==> config.mk <==
export PLATFORM = sky130hd
export DESIGN_NAME = led_matrix_scan_ctrl_flat
export DESIGN_NICKNAME = d
export VERILOG_FILES = /design/src/rtl/led_matrix_pkg.sv /design/src/rtl/led_matrix_scan_ctrl_if.sv /design/src/rtl/led_frame_bank.sv /design/src/rtl/led_matrix_scan_ctrl.sv /design/src/flat_wrapper.sv
export SDC_FILE = /design/constraint.sdc
export NUM_CORES = 1
export LEC_CHECK = 0
export CELL_PAD_IN_SITES_DETAIL_PLACEMENT = 1
export CELL_PAD_IN_SITES_GLOBAL_PLACEMENT = 1
export CORE_ASPECT_RATIO = 0.8
export CORE_MARGIN = 3
export CORE_UTILIZATION = 35
export DETAILED_ROUTE_END_ITERATION = 12
export PLACE_DENSITY_LB_ADDON = 0.1
export SLEW_MARGIN = 20
export SYNTH_ARGS = -nofsm -noshare
export SYNTH_HDL_FRONTEND = slang
export SYNTH_SLANG_ARGS = --single-unit
export TNS_END_PERCENT = 5
==> constraint.sdc <==
create_clock -name clk -period 4.4 [get_ports clk]
set_input_delay 0.66 -clock clk [delete_from_list [all_inputs] [get_ports clk]]
set_output_delay 0.66 -clock clk [all_outputs]
set_load 0.02 [all_outputs]
==> src/rtl/led_matrix_pkg.sv <==
// rtl/led_matrix_pkg.sv - shared types for the 8x8 LED matrix scan controller
package led_matrix_pkg;

   localparam int ROWS = 8;
   localparam int COLS = 8;

   typedef logic [COLS-1:0] row_t;
   typedef row_t [ROWS-1:0] frame_t;

   typedef enum logic [1:0] {
      IDLE,
      BLANK,
      DRIVE
   } scan_state_t;

endpackage

==> src/rtl/led_matrix_scan_ctrl_if.sv <==
// rtl/led_matrix_scan_ctrl_if.sv - host write and bank swap handshake
interface led_matrix_scan_ctrl_if;
   import led_matrix_pkg::*;

   logic       wr_valid;
   logic       wr_ready;
   logic [2:0] wr_row;
   row_t       wr_data;
   logic       swap_req;
   logic       swap_ack;

   // Host side: issues row writes and swap requests
   modport master (
      output wr_valid,
      output wr_row,
      output wr_data,
      output swap_req,
      input  wr_ready,
      input  swap_ack
   );

   // Controller side
   modport slave (
      input  wr_valid,
      input  wr_row,
      input  wr_data,
      input  swap_req,
      output wr_ready,
      output swap_ack
   );

endinterface

==> src/rtl/led_frame_bank.sv <==
// rtl/led_frame_bank.sv - double-buffered 8x8 frame store with front/back select
module led_frame_bank
   import led_matrix_pkg::*;
(
   input  logic       clk,
   input  logic       rst_n,
   input  logic       wr_en,
   input  logic [2:0] wr_row,
   input  row_t       wr_data,
   input  logic       toggle,
   input  logic [2:0] rd_row,
   output row_t       rd_data,
   output logic       front_sel
);

   frame_t bank [2];
   logic   back_sel;

   assign back_sel = ~front_sel;
   assign rd_data  = bank[front_sel][rd_row];

   // Host writes always land in the bank that is not on display
   always_ff @(posedge clk or negedge rst_n) begin
      if (!rst_n) begin
         bank[0] <= '0;
         bank[1] <= '0;
      end else if (wr_en) begin
         bank[back_sel][wr_row] <= wr_data;
      end
   end

   // Front bank selector flips once per committed swap
   always_ff @(posedge clk or negedge rst_n) begin
      if (!rst_n) begin
         front_sel <= 1'b0;
      end else if (toggle) begin
         front_sel <= back_sel;
      end
   end

endmodule

==> src/rtl/led_matrix_scan_ctrl.sv <==
// rtl/led_matrix_scan_ctrl.sv - row scan sequencer with blanking and tear-free bank swap
module led_matrix_scan_ctrl
   import led_matrix_pkg::*;
#(
   parameter int ROW_TICKS   = 27000,
   parameter int BLANK_TICKS = 270
) (
   input  logic                   clk,
   input  logic                   rst_n,
   input  logic                   enable,
   led_matrix_scan_ctrl_if.slave  host,
   output logic                   frame_start,
   output row_t                   row,
   output row_t                   col
);

   localparam int CW = (ROW_TICKS > 1) ? $clog2(ROW_TICKS) : 1;
   localparam logic [CW-1:0] BLANK_LAST = CW'(BLANK_TICKS - 1);
   localparam logic [CW-1:0] DRIVE_LAST = CW'(ROW_TICKS - BLANK_TICKS - 1);

   scan_state_t   state;
   logic [CW-1:0] tick;
   logic [2:0]    row_idx;
   logic          swap_pending;
   logic          swap_ack_q;
   logic          wr_en;
   logic          row_end;
   logic          wrap;
   logic          commit;
   logic          front_sel;
   row_t          front_row;

   // Writes stall while a swap is waiting so nothing lands in a bank about to go live
   assign host.wr_ready = ~swap_pending;
   assign host.swap_ack = swap_ack_q;
   assign wr_en         = host.wr_valid & ~swap_pending;

   assign row_end = (state == DRIVE) && enable && (tick == DRIVE_LAST);
   assign wrap    = row_end && (row_idx == 3'd7);
   assign commit  = swap_pending && ((state == IDLE) || wrap);

   led_frame_bank u_bank (
      .clk       (clk),
      .rst_n     (rst_n),
      .wr_en     (wr_en),
      .wr_row    (host.wr_row),
      .wr_data   (host.wr_data),
      .toggle    (commit),
      .rd_row    (row_idx),
      .rd_data   (front_row),
      .front_sel (front_sel)
   );

   // Scan FSM, tick counter, swap tracking and registered drive outputs
   always_ff @(posedge clk or negedge rst_n) begin
      if (!rst_n) begin
         state        <= IDLE;
         tick         <= '0;
         row_idx      <= '0;
         swap_pending <= 1'b0;
         swap_ack_q   <= 1'b0;
         frame_start  <= 1'b0;
         row          <= '0;
         col          <= '0;
      end else begin
         frame_start <= 1'b0;
         swap_ack_q  <= commit;
         if (commit) begin
            swap_pending <= 1'b0;
         end else if (host.swap_req) begin
            swap_pending <= 1'b1;
         end
         case (state)
            IDLE: begin
               if (enable) begin
                  state       <= BLANK;
                  tick        <= '0;
                  row_idx     <= '0;
                  frame_start <= 1'b1;
               end
            end
            BLANK: begin
               if (!enable) begin
                  state   <= IDLE;
                  tick    <= '0;
                  row_idx <= '0;
               end else if (tick == BLANK_LAST) begin
                  state <= DRIVE;
                  tick  <= '0;
                  row   <= row_t'(1) << row_idx;
                  col   <= front_row;
               end else begin
                  tick <= tick + 1'b1;
               end
            end
            DRIVE: begin
               if (!enable) begin
                  state   <= IDLE;
                  tick    <= '0;
                  row_idx <= '0;
                  row     <= '0;
                  col     <= '0;
               end else if (row_end) begin
                  state       <= BLANK;
                  tick        <= '0;
                  row_idx     <= row_idx + 3'd1;
                  row         <= '0;
                  col         <= '0;
                  frame_start <= wrap;
               end else begin
                  tick <= tick + 1'b1;
               end
            end
            default: begin
               state <= IDLE;
               tick  <= '0;
               row   <= '0;
               col   <= '0;
            end
         endcase
      end
   end

endmodule

==> src/flat_wrapper.sv <==
// flat-port wrapper written by rule: the top's interface ports become plain ports
module led_matrix_scan_ctrl_flat import led_matrix_pkg::*;
#(
   parameter int ROW_TICKS   = 27000,
   parameter int BLANK_TICKS = 270
)
  (clk, rst_n, enable, frame_start, row, col, host_wr_valid, host_wr_row, host_wr_data, host_swap_req, host_wr_ready, host_swap_ack);
  led_matrix_scan_ctrl_if host_i ();
  input  logic clk;
  input  logic rst_n;
  input  logic enable;
  output logic frame_start;
  output row_t row;
  output row_t col;
  input wire logic [$bits(host_i.wr_valid)-1:0] host_wr_valid;
  input wire logic [$bits(host_i.wr_row)-1:0] host_wr_row;
  input wire logic [$bits(host_i.wr_data)-1:0] host_wr_data;
  input wire logic [$bits(host_i.swap_req)-1:0] host_swap_req;
  output wire logic [$bits(host_i.wr_ready)-1:0] host_wr_ready;
  output wire logic [$bits(host_i.swap_ack)-1:0] host_swap_ack;
  assign host_i.wr_valid = host_wr_valid;
  assign host_i.wr_row = host_wr_row;
  assign host_i.wr_data = host_wr_data;
  assign host_i.swap_req = host_swap_req;
  assign host_wr_ready = host_i.wr_ready;
  assign host_swap_ack = host_i.swap_ack;
  led_matrix_scan_ctrl #(.ROW_TICKS(ROW_TICKS), .BLANK_TICKS(BLANK_TICKS)) u_core (.clk(clk), .rst_n(rst_n), .enable(enable), .host(host_i), .frame_start(frame_start), .row(row), .col(col));
endmodule
# == Word level (Yosys, flattened, before mapping) ==
# Cells that the tools add are included.
# word_totals
out_inout_bits,19
ff_bits,168
# op_classes
addsub,2
bitwise_logic,6
muxes,41
eq_ne,11
n_lt_le_gt_ge,6
n_reduce_logical,13
shifts,1
# op_table
op,n
$mux 64,4
$bwmux 128,1
$mux 15,5
$demux 64 s1,1
$mux 8,8
$pmux 8 s3,2
$pmux 15 s3,1
$bmux 8 s3,1
$demux 8 s3,1
$add 15x1->15 const B,1
$eq 15x15->1 const B,1
$eq 15x9->1 const B,1
$mux 3,4
$mux 2,5
$pmux 3 s3,1
$lt 3x4->1 const B,2
$reduce_and 4->1,2
$shl 1x3->8 const A,1
$logic_and 1x1->1,6
$ne 2x2->1 const B,3
$ne 3x2->1 const B,2
$pmux 2 s3,1
$mux 1,5
$ge 2x2->1 const B,2
other kinds (16),19

# == Logic depth before layout (Yosys ltp) ==
# Gate-level depths: netlist (run 1).
# depth
depth_word,9
ltp_mapped,9
depth_no_buf,7

# == Hierarchy ==
# A second synthesis (run 1) with hierarchy kept.
# hier_totals
hier_cells,587
hier_area_um2,8091.5
# modules_own_cells
module,area_per_inst_um2,instances,seq_area_each_um2,cells_each
led_frame_bank,5930.7,1,3228.1,367
led_matrix_scan_ctrl,2160.8,1,975.9,220

# == Least setup slack after synthesis (run 1) ==
# No wires, ideal clock.
# synth_timing
path_kind,reg2reg
startpoint,reg u_core.tick[9]
endpoint,reg u_core.col[2]
setup_time_ns,0.125
stages_incl_launch_ff,8
path_buffers,2
path_slack_ns,2.079
arrival_time_ns,2.196
required_ns,4.275
cell_sequence,dfrtp_1 or4_4 nor4_2 nand2_1 a211o_1 buf_6 buf_12 mux2_4
# synth_between
elab_chain_cells,4
# synth_rtl
element,line_no,text
"start, declared",led_matrix_scan_ctrl.sv:22,logic [CW-1:0] tick;
"start signal, assigned",led_matrix_scan_ctrl.sv:93,tick <= tick + 1'b1;
"start signal, assigned",led_matrix_scan_ctrl.sv:111,tick <= tick + 1'b1;
$eq 15x15->1,led_matrix_scan_ctrl.sv:38,assign row_end = (state == DRIVE) && enable && (tick == DRIVE_LAST);
$logic_and 1x1->1,led_matrix_scan_ctrl.sv:38,
$ne 3x2->1 (no line),--,
$reduce_and 4->1 (no line) (*),--,
"end signal, assigned",led_matrix_scan_ctrl.sv:91,col <= front_row;
"end, declared",led_matrix_scan_ctrl.sv:14,output row_t col
# Every way passes the cells marked *; elsewhere a longest branch is shown, timed or not.
# A chain may end at the register's enable or synchronous reset.

# == Final worst setup path (run 1) ==
# layout_timing
startpoint,reg u_core.tick[5]
endpoint,reg u_core.col[5]
# The elaborated chain is that of the path after synthesis.

==> results of run 1 <==
## cell usage after synthesis (all sizes together), types with 3 or more instances
cell and instances:
mux2i 39, nand3 16, clkbuf 19, buf 10
nor2 22, a21oi 3, nand4 5, xnor2 4
inv 15, a22oi 24, xor2 7, mux2 142
nor3 6, nor4 3, nand2 39, nand4b 3
o22ai 3, dfrtp 168, ha 13, mux4 16
nor2b 10, and3 6
## layer usage
metal  track usage  up-vias  routed length [um]
met4        0.0453        0                 210
met2         0.269       50                9350
li1              -     2206                   -
met3        0.0342       18                 491
met1         0.240     2635               10000
met5             0        -                   0
## per-stage QoR
step / std cells / hold slack (ns)
6_report: 935 / 0.243
5_1_grt: 935 / 0.293
4_1_cts: 935 / 0.264
3_5_place_dp: 903 / 0.493
3_3_place_gp: 903 / 0.482
2_1_floorplan: 591 / 0.364
## layout make-up
class	instances	area [sq um]
clock inverters	15	194
well taps	300	375
repair buffers	41	407
fillers	2243	12700
inverters	15	56.3
multi-input cells	379	3540
flip-flops and latches	168	4210
clock buffers	17	425
## kinds of logic after synthesis
| group | after synthesis | share of synthesized area |
|---|---|---|
| mux | 197 | 0.299 |
| flops | 168 | 0.529 |
| buf+inv | 44 | 0.0249 |
| xor+xnor | 11 | 0.0121 |
| fa+ha+maj | 13 | 0.0205 |
| compound gates | 38 | 0.0345 |
| simple gates | 120 | 0.0796 |
## cells in the final DEF (no fill, tap or decap), types with 2 or more instances in the layout
cell type and instances:
dfrtp_1 167, mux2_2 135, nand2_1 39, mux2i_1 39, clkdlybuf4s50_1 33, a22oi_1 24
nor2_1 21, clkbuf_16 17, nand3_1 16, mux4_2 16, inv_1 15, ha_1 13
nor2b_1 10, mux2_4 7, xor2_1 7, and3_1 6, nor3_1 6, buf_4 6
nand4_1 5, clkinvlp_4 5, xnor2_1 4, nand4b_1 3, o22ai_1 3, a21oi_1 3
clkinv_4 3, bufinv_16 3, o31ai_1 2, nor4_2 2, and2_1 2, o21ai_0 2
inv_8 2, inv_6 2
## worst reg2reg max path: cells and delay by family, from the launching register on
kind               cells  cell delay, ns
AOI/OAI and AO/OA      1            0.66
DFF                    1            0.47
muxes                  1            0.44
and+or+nand+nor        3            1.09
## flip-flops by register name, summed over array words and instances (netlist names)
register and count:
u_core.frame_start 1, u_core.row 8, u_core.swap_pending 1, u_core.state 2
u_core.host.swap_ack 1, u_core.tick 15, u_core.u_bank.bank 128, u_core.u_bank.front_sel 1
u_core.row_idx 3, u_core.col 8
## power by group through the flow
stage | Combinational, mW | Clock (mW) | Sequential (mW)
after floorplan | 1.33 | 0 | 2.32
after global placement | 1.61 | 0 | 2.41
after detailed placement | 1.67 | 0 | 2.45
after CTS | 1.68 | 1.63 | 2.42
after global routing | 1.80 | 1.70 | 2.49
final | 1.65 | 1.58 | 2.42
## worst paths after layout
check	startpoint	end	slack (ns)	depth (start not counted)
min	rst_n	u_core.u_bank.bank[22]	0.24	1
max reg2reg	u_core.tick[5]	u_core.col[5]	1.62	5
max in group asynchronous	rst_n	u_core.u_bank.front_sel	3.18	2
max	u_core.tick[5]	u_core.col[5]	1.62	5
min reg2reg	u_core.u_bank.bank[96]	u_core.u_bank.bank[96]	0.51	1
min in group clk	u_core.u_bank.bank[96]	u_core.u_bank.bank[96]	0.51	1
==> metrics.txt, run 1 <==
outcome=completed; total of warnings raised by yosys=0; wirelength, routed=20100 um; endpoint required time on the critical path=4.71 ns; total nets after synthesis=620; transition time at the pin with the least slew margin=0.980 ns; Core Util, Final=0.420; part of the Yosys area used for sequential elements=0.529; asr flop ratio synth=1.00; number of top-level pins=35; nature of the critical path startpoint=flop; floorplan die width=174 um; P_int=3.90 mW; post-DR vias/cell=5.25; worst-path cell with the longest stage delay=a211o_1; number of placement rows=48; Iter 0 DRT Violations=260; cell types occupying the most area after synthesis=dfrtp_1, mux2_2, mux2i_1; number of H-tree levels=4; headroom to the max-slew limit=0.344; sw frac=0.310; Placement Setup Slack=1.41 ns; overflow left after global routing=0; starting density of the core=0.362; final setup fails=0; number of buffers added for setup after CTS=0; number of antenna violations at the first check in global routing=0; Final #Nets=651; clk_lat worst skew=0.43 ns; total clock buffers created by CTS=17; average wire per cell in the routed design=21.5 um; largest net degree at the start of global routing=95; Layout Cell Area excl Fill=0.00920 sq mm; Syn-to-layout area delta=15.9%; IO buf count=34; number of diodes=0; Final Power=5.65 mW; library cell with the largest summed area after synthesis=dfrtp_1; die height=141 um; number of slew-limit violations in the final report=0; number of different library cells in the post-synthesis netlist=44; Arr. time, crit path=3.09 ns; kind of critical path=reg2reg; final worst path period share=0.631; number of flops mapped to enable cells by yosys=0; Placer Congestion=0.793; core area=0.0219 sq mm; buffering stage count on the worst path with inverters included=0; GRT Overall Usage=0.170; CTS max path bufs=2; maximum fanout along the worst path=16; endpoints failing hold=0; detailed-route DRC error count=0; Max IR drop VDD=0.281 mV; Pre-Repair DR Iteration Count=4; ordered cell list for the critical path=or4_1, nor4_2, nand2_1, a211o_1, mux2_4; antenna-violating nets left=0; power share of the clock group=0.280; total number of vias=4909; Power per Cell Area=614 mW/mm^2; part of the total power dissipated in combinational logic=0.292; share of final-layout standard cells stronger than drive strength 1=0.326; worst hold-check path type=in2async; sequential group share of total power=0.428; max incr delay on CP=0.66 ns; Post-Route Setup TNS=0 ns; Crit. End Element=flop; netlist area before placement=0.00794 sq mm; crit-path leading delay family=simple AND/OR/NAND/NOR gates; Avg Synthesized Cell Area=13.4 sq um; clock-pin slew on the worst setup and hold paths=0.07 ns; # resized after CTS=0; switching pwr=1.75 mW; count of maximum capacitance violations=0; final worst clock skew=0.00938 ns; Sinks on Clock Net=168; share of the synthesized area in the top cell type=0.529; Placed Instance Area=0.00858 sq mm; final worst setup slack=1.62 ns; time the final worst path needs with I/O delays and setup=2.78 ns; clock tree root driver cell=clkbuf_16; die outline area=0.0245 sq mm; unrepaired setup endpoints after global routing=no; Synth Instances=591; post-cts hold buffer count=0; half-perimeter wire length after detailed placement=13200 um; leakage=4.12 nW; TritonCTS clock tree=yes; wire length of the first global-routing pass=32000 um; number of global-route vias before repair=5371; post-synthesis sequential element count=168; highest clock frequency the design can meet=360 MHz; dominant synthesized flop cell=dfrtp_1
(Power assumes the default switching activity.)
==> run 2: changes to the inputs <==
==> constraint.sdc (replaced) <==
create_clock -name clk -period 2.53 [get_ports clk]
set_input_delay 0.3795 -clock clk [delete_from_list [all_inputs] [get_ports clk]]
set_output_delay 0.3795 -clock clk [all_outputs]
set_load 0.02 [all_outputs]
==> metrics.txt, run 2 (synthesized netlist as in run 1, its figures left out) <==
most heavily used metal layer in global routing=met2; antenna-violating nets left=0; floorplan die width=174 um; average wire per cell in the routed design=20.6 um; kind of critical path=reg2reg; power share of the clock group=0.275; Reg with most FFs=u_core.u_bank.bank; met1 GRT Util=0.234; max reg flops=128; share of final-layout standard cells stronger than drive strength 1=0.359; TritonCTS clock tree=yes; GR Util met3=0.0342; Crit. End Element=flop; Final #Nets=685; core area=0.0219 sq mm; switching pwr=3.05 mW; sequential group share of total power=0.416; starting density of the core=0.362; Arr. time, crit path=2.69 ns; number of slew-limit violations in the final report=0; GRT Overall Usage=0.168; clock tree root driver cell=clkbuf_16; CTS max path bufs=2; most common cell after layout, fill and taps aside=dfrtp_1; maximum fanout along the worst path=3; Iter 0 DRT Violations=216; detailed-route DRC error count=0; Syn-to-layout area delta=19.7%; buffering stage count on the worst path with inverters included=0; outcome=completed; transition time at the pin with the least slew margin=0.778 ns; worst-path cell with the longest stage delay=or4_4; headroom to the max-slew limit=0.480; crit-path leading delay family=simple AND/OR/NAND/NOR gates; largest net degree at the start of global routing=65; number of top-level pins=35; ordered cell list for the critical path=or4_4, nor4_4, nor2_2, or4b_4, mux2_4; Max IR drop VDD=0.376 mV; final worst path period share=0.939; total number of vias=4971; die outline area=0.0245 sq mm; number of H-tree levels=4; half-perimeter wire length after detailed placement=13800 um; overflow left after global routing=0; final setup fails=0; post-DR vias/cell=5.12; final worst clock skew=0.00863 ns; endpoints failing hold=0; worst hold-check path type=in2async; count of maximum capacitance violations=0; Pre-Repair DR Iteration Count=4; leakage=4.31 nW; sw frac=0.306; number of buffers added for setup after CTS=0; endpoint required time on the critical path=2.85 ns; wire length of the first global-routing pass=31300 um; max incr delay on CP=0.58 ns; top library cells by usage in the layout, fill and taps aside=dfrtp_1, mux2_2, nand2_1, mux2i_1, buf_4; leading registers by flop count=u_core.u_bank.bank (128), u_core.tick (15); P_int=6.89 mW; wirelength, routed=20000 um; nature of the critical path startpoint=flop; Post-Route Setup TNS=0 ns; number of placement rows=48; # fillers=2254; number of antenna violations at the first check in global routing=0; clk_lat worst skew=0.43 ns; number of global-route vias before repair=5313; Sinks on Clock Net=168; Placed Instance Area=0.00887 sq mm; clock-pin slew on the worst setup and hold paths=0.07 ns; global routing met2 resource utilization=0.274; Layout Cell Area excl Fill=0.00951 sq mm; die height=141 um; unrepaired setup endpoints after global routing=no; time the final worst path needs with I/O delays and setup=2.38 ns; total clock buffers created by CTS=17; part of the total power dissipated in combinational logic=0.309; IO buf count=34; Placer Congestion=0.775; highest clock frequency the design can meet=421 MHz; Power per Cell Area=1050 mW/mm^2
## run 2: changes by cell type in the layout (fill, tap and decap cells not counted), sizes merged
cell and delta:
buf +33, clkinv +2, clkinvlp -3, diode +1
dlygate4sd3 +1, inv +1
## run 2: worst paths after layout
path                            cells past startpoint               startpoint                      end  slack, ns
max in group asynchronous                           3                    rst_n   u_core.u_bank.bank[57]       1.29
worst min-delay path                                2                    rst_n   u_core.u_bank.bank[16]       0.48
worst min register to register                      1  u_core.u_bank.bank[126]  u_core.u_bank.bank[126]       0.50
worst max register to register                      5           u_core.tick[9]        u_core.row_idx[2]       0.15
worst max-delay path                                5           u_core.tick[9]        u_core.row_idx[2]       0.15
min in group clk                                    1  u_core.u_bank.bank[126]  u_core.u_bank.bank[126]       0.50
## run 2: metrics by stage
step / utilization / setup slack (ns) / instances / total power [mW] / hold slack, ns
2_1_floorplan: - / 0.209 / 591 / 6.34 / 0.0839
3_3_place_gp: 0.405 / 0.125 / 936 / 7.15 / 0.376
3_5_place_dp: 0.405 / 0.0778 / 936 / 7.32 / 0.387
4_1_cts: 0.433 / 0.0735 / 969 / 10.1 / 0.488
5_1_grt: 0.434 / 0.0391 / 969 / 10.6 / 0.512
6_report: 0.434 / 0.153 / 970 / 9.94 / 0.483
## run 2: layer usage
| layer | wire (um) | vias up |
|---|---|---|
| met3 | 650 | 17 |
| met4 | 214 | 0 |
| met5 | 0 | - |
| met1 | 9500 | 2615 |
| met2 | 9600 | 65 |
| li1 | - | 2274 |
## run 2: power by group through the flow
stage | registers [mW] | logic, mW | clock network, mW
finish | 4.14 | 3.07 | 2.73
global route | 4.26 | 3.36 | 2.94
CTS | 4.14 | 3.15 | 2.82
detailed placement | 4.19 | 3.13 | 0
global placement | 4.11 | 3.04 | 0
floorplan | 4.03 | 2.30 | 0
## run 2: what timing repair did
| action | 4_1_cts | 5_1_grt |
|---|---|---|
| hold buffers | 1 | 0 |
| gates resized for setup | 0 | 1 |
| endpoints found under the hold margin | 51 | 0 |
| endpoints found under the setup margin | 0 | 11 |
## run 2: cell type report
| class | instances | area, sq um | share of cell area |
|---|---|---|---|
| diodes | 1 | 2.50 | 0.000263 |
| clock buffers | 17 | 425 | 0.0447 |
| clock inverters | 15 | 190 | 0.0200 |
| inverters | 15 | 56.3 | 0.00592 |
| multi-input cells | 379 | 3550 | 0.373 |
| flip-flops and latches | 168 | 4210 | 0.442 |
| well taps | 300 | 375 | 0.0395 |
| repair buffers | 75 | 702 | 0.0738 |
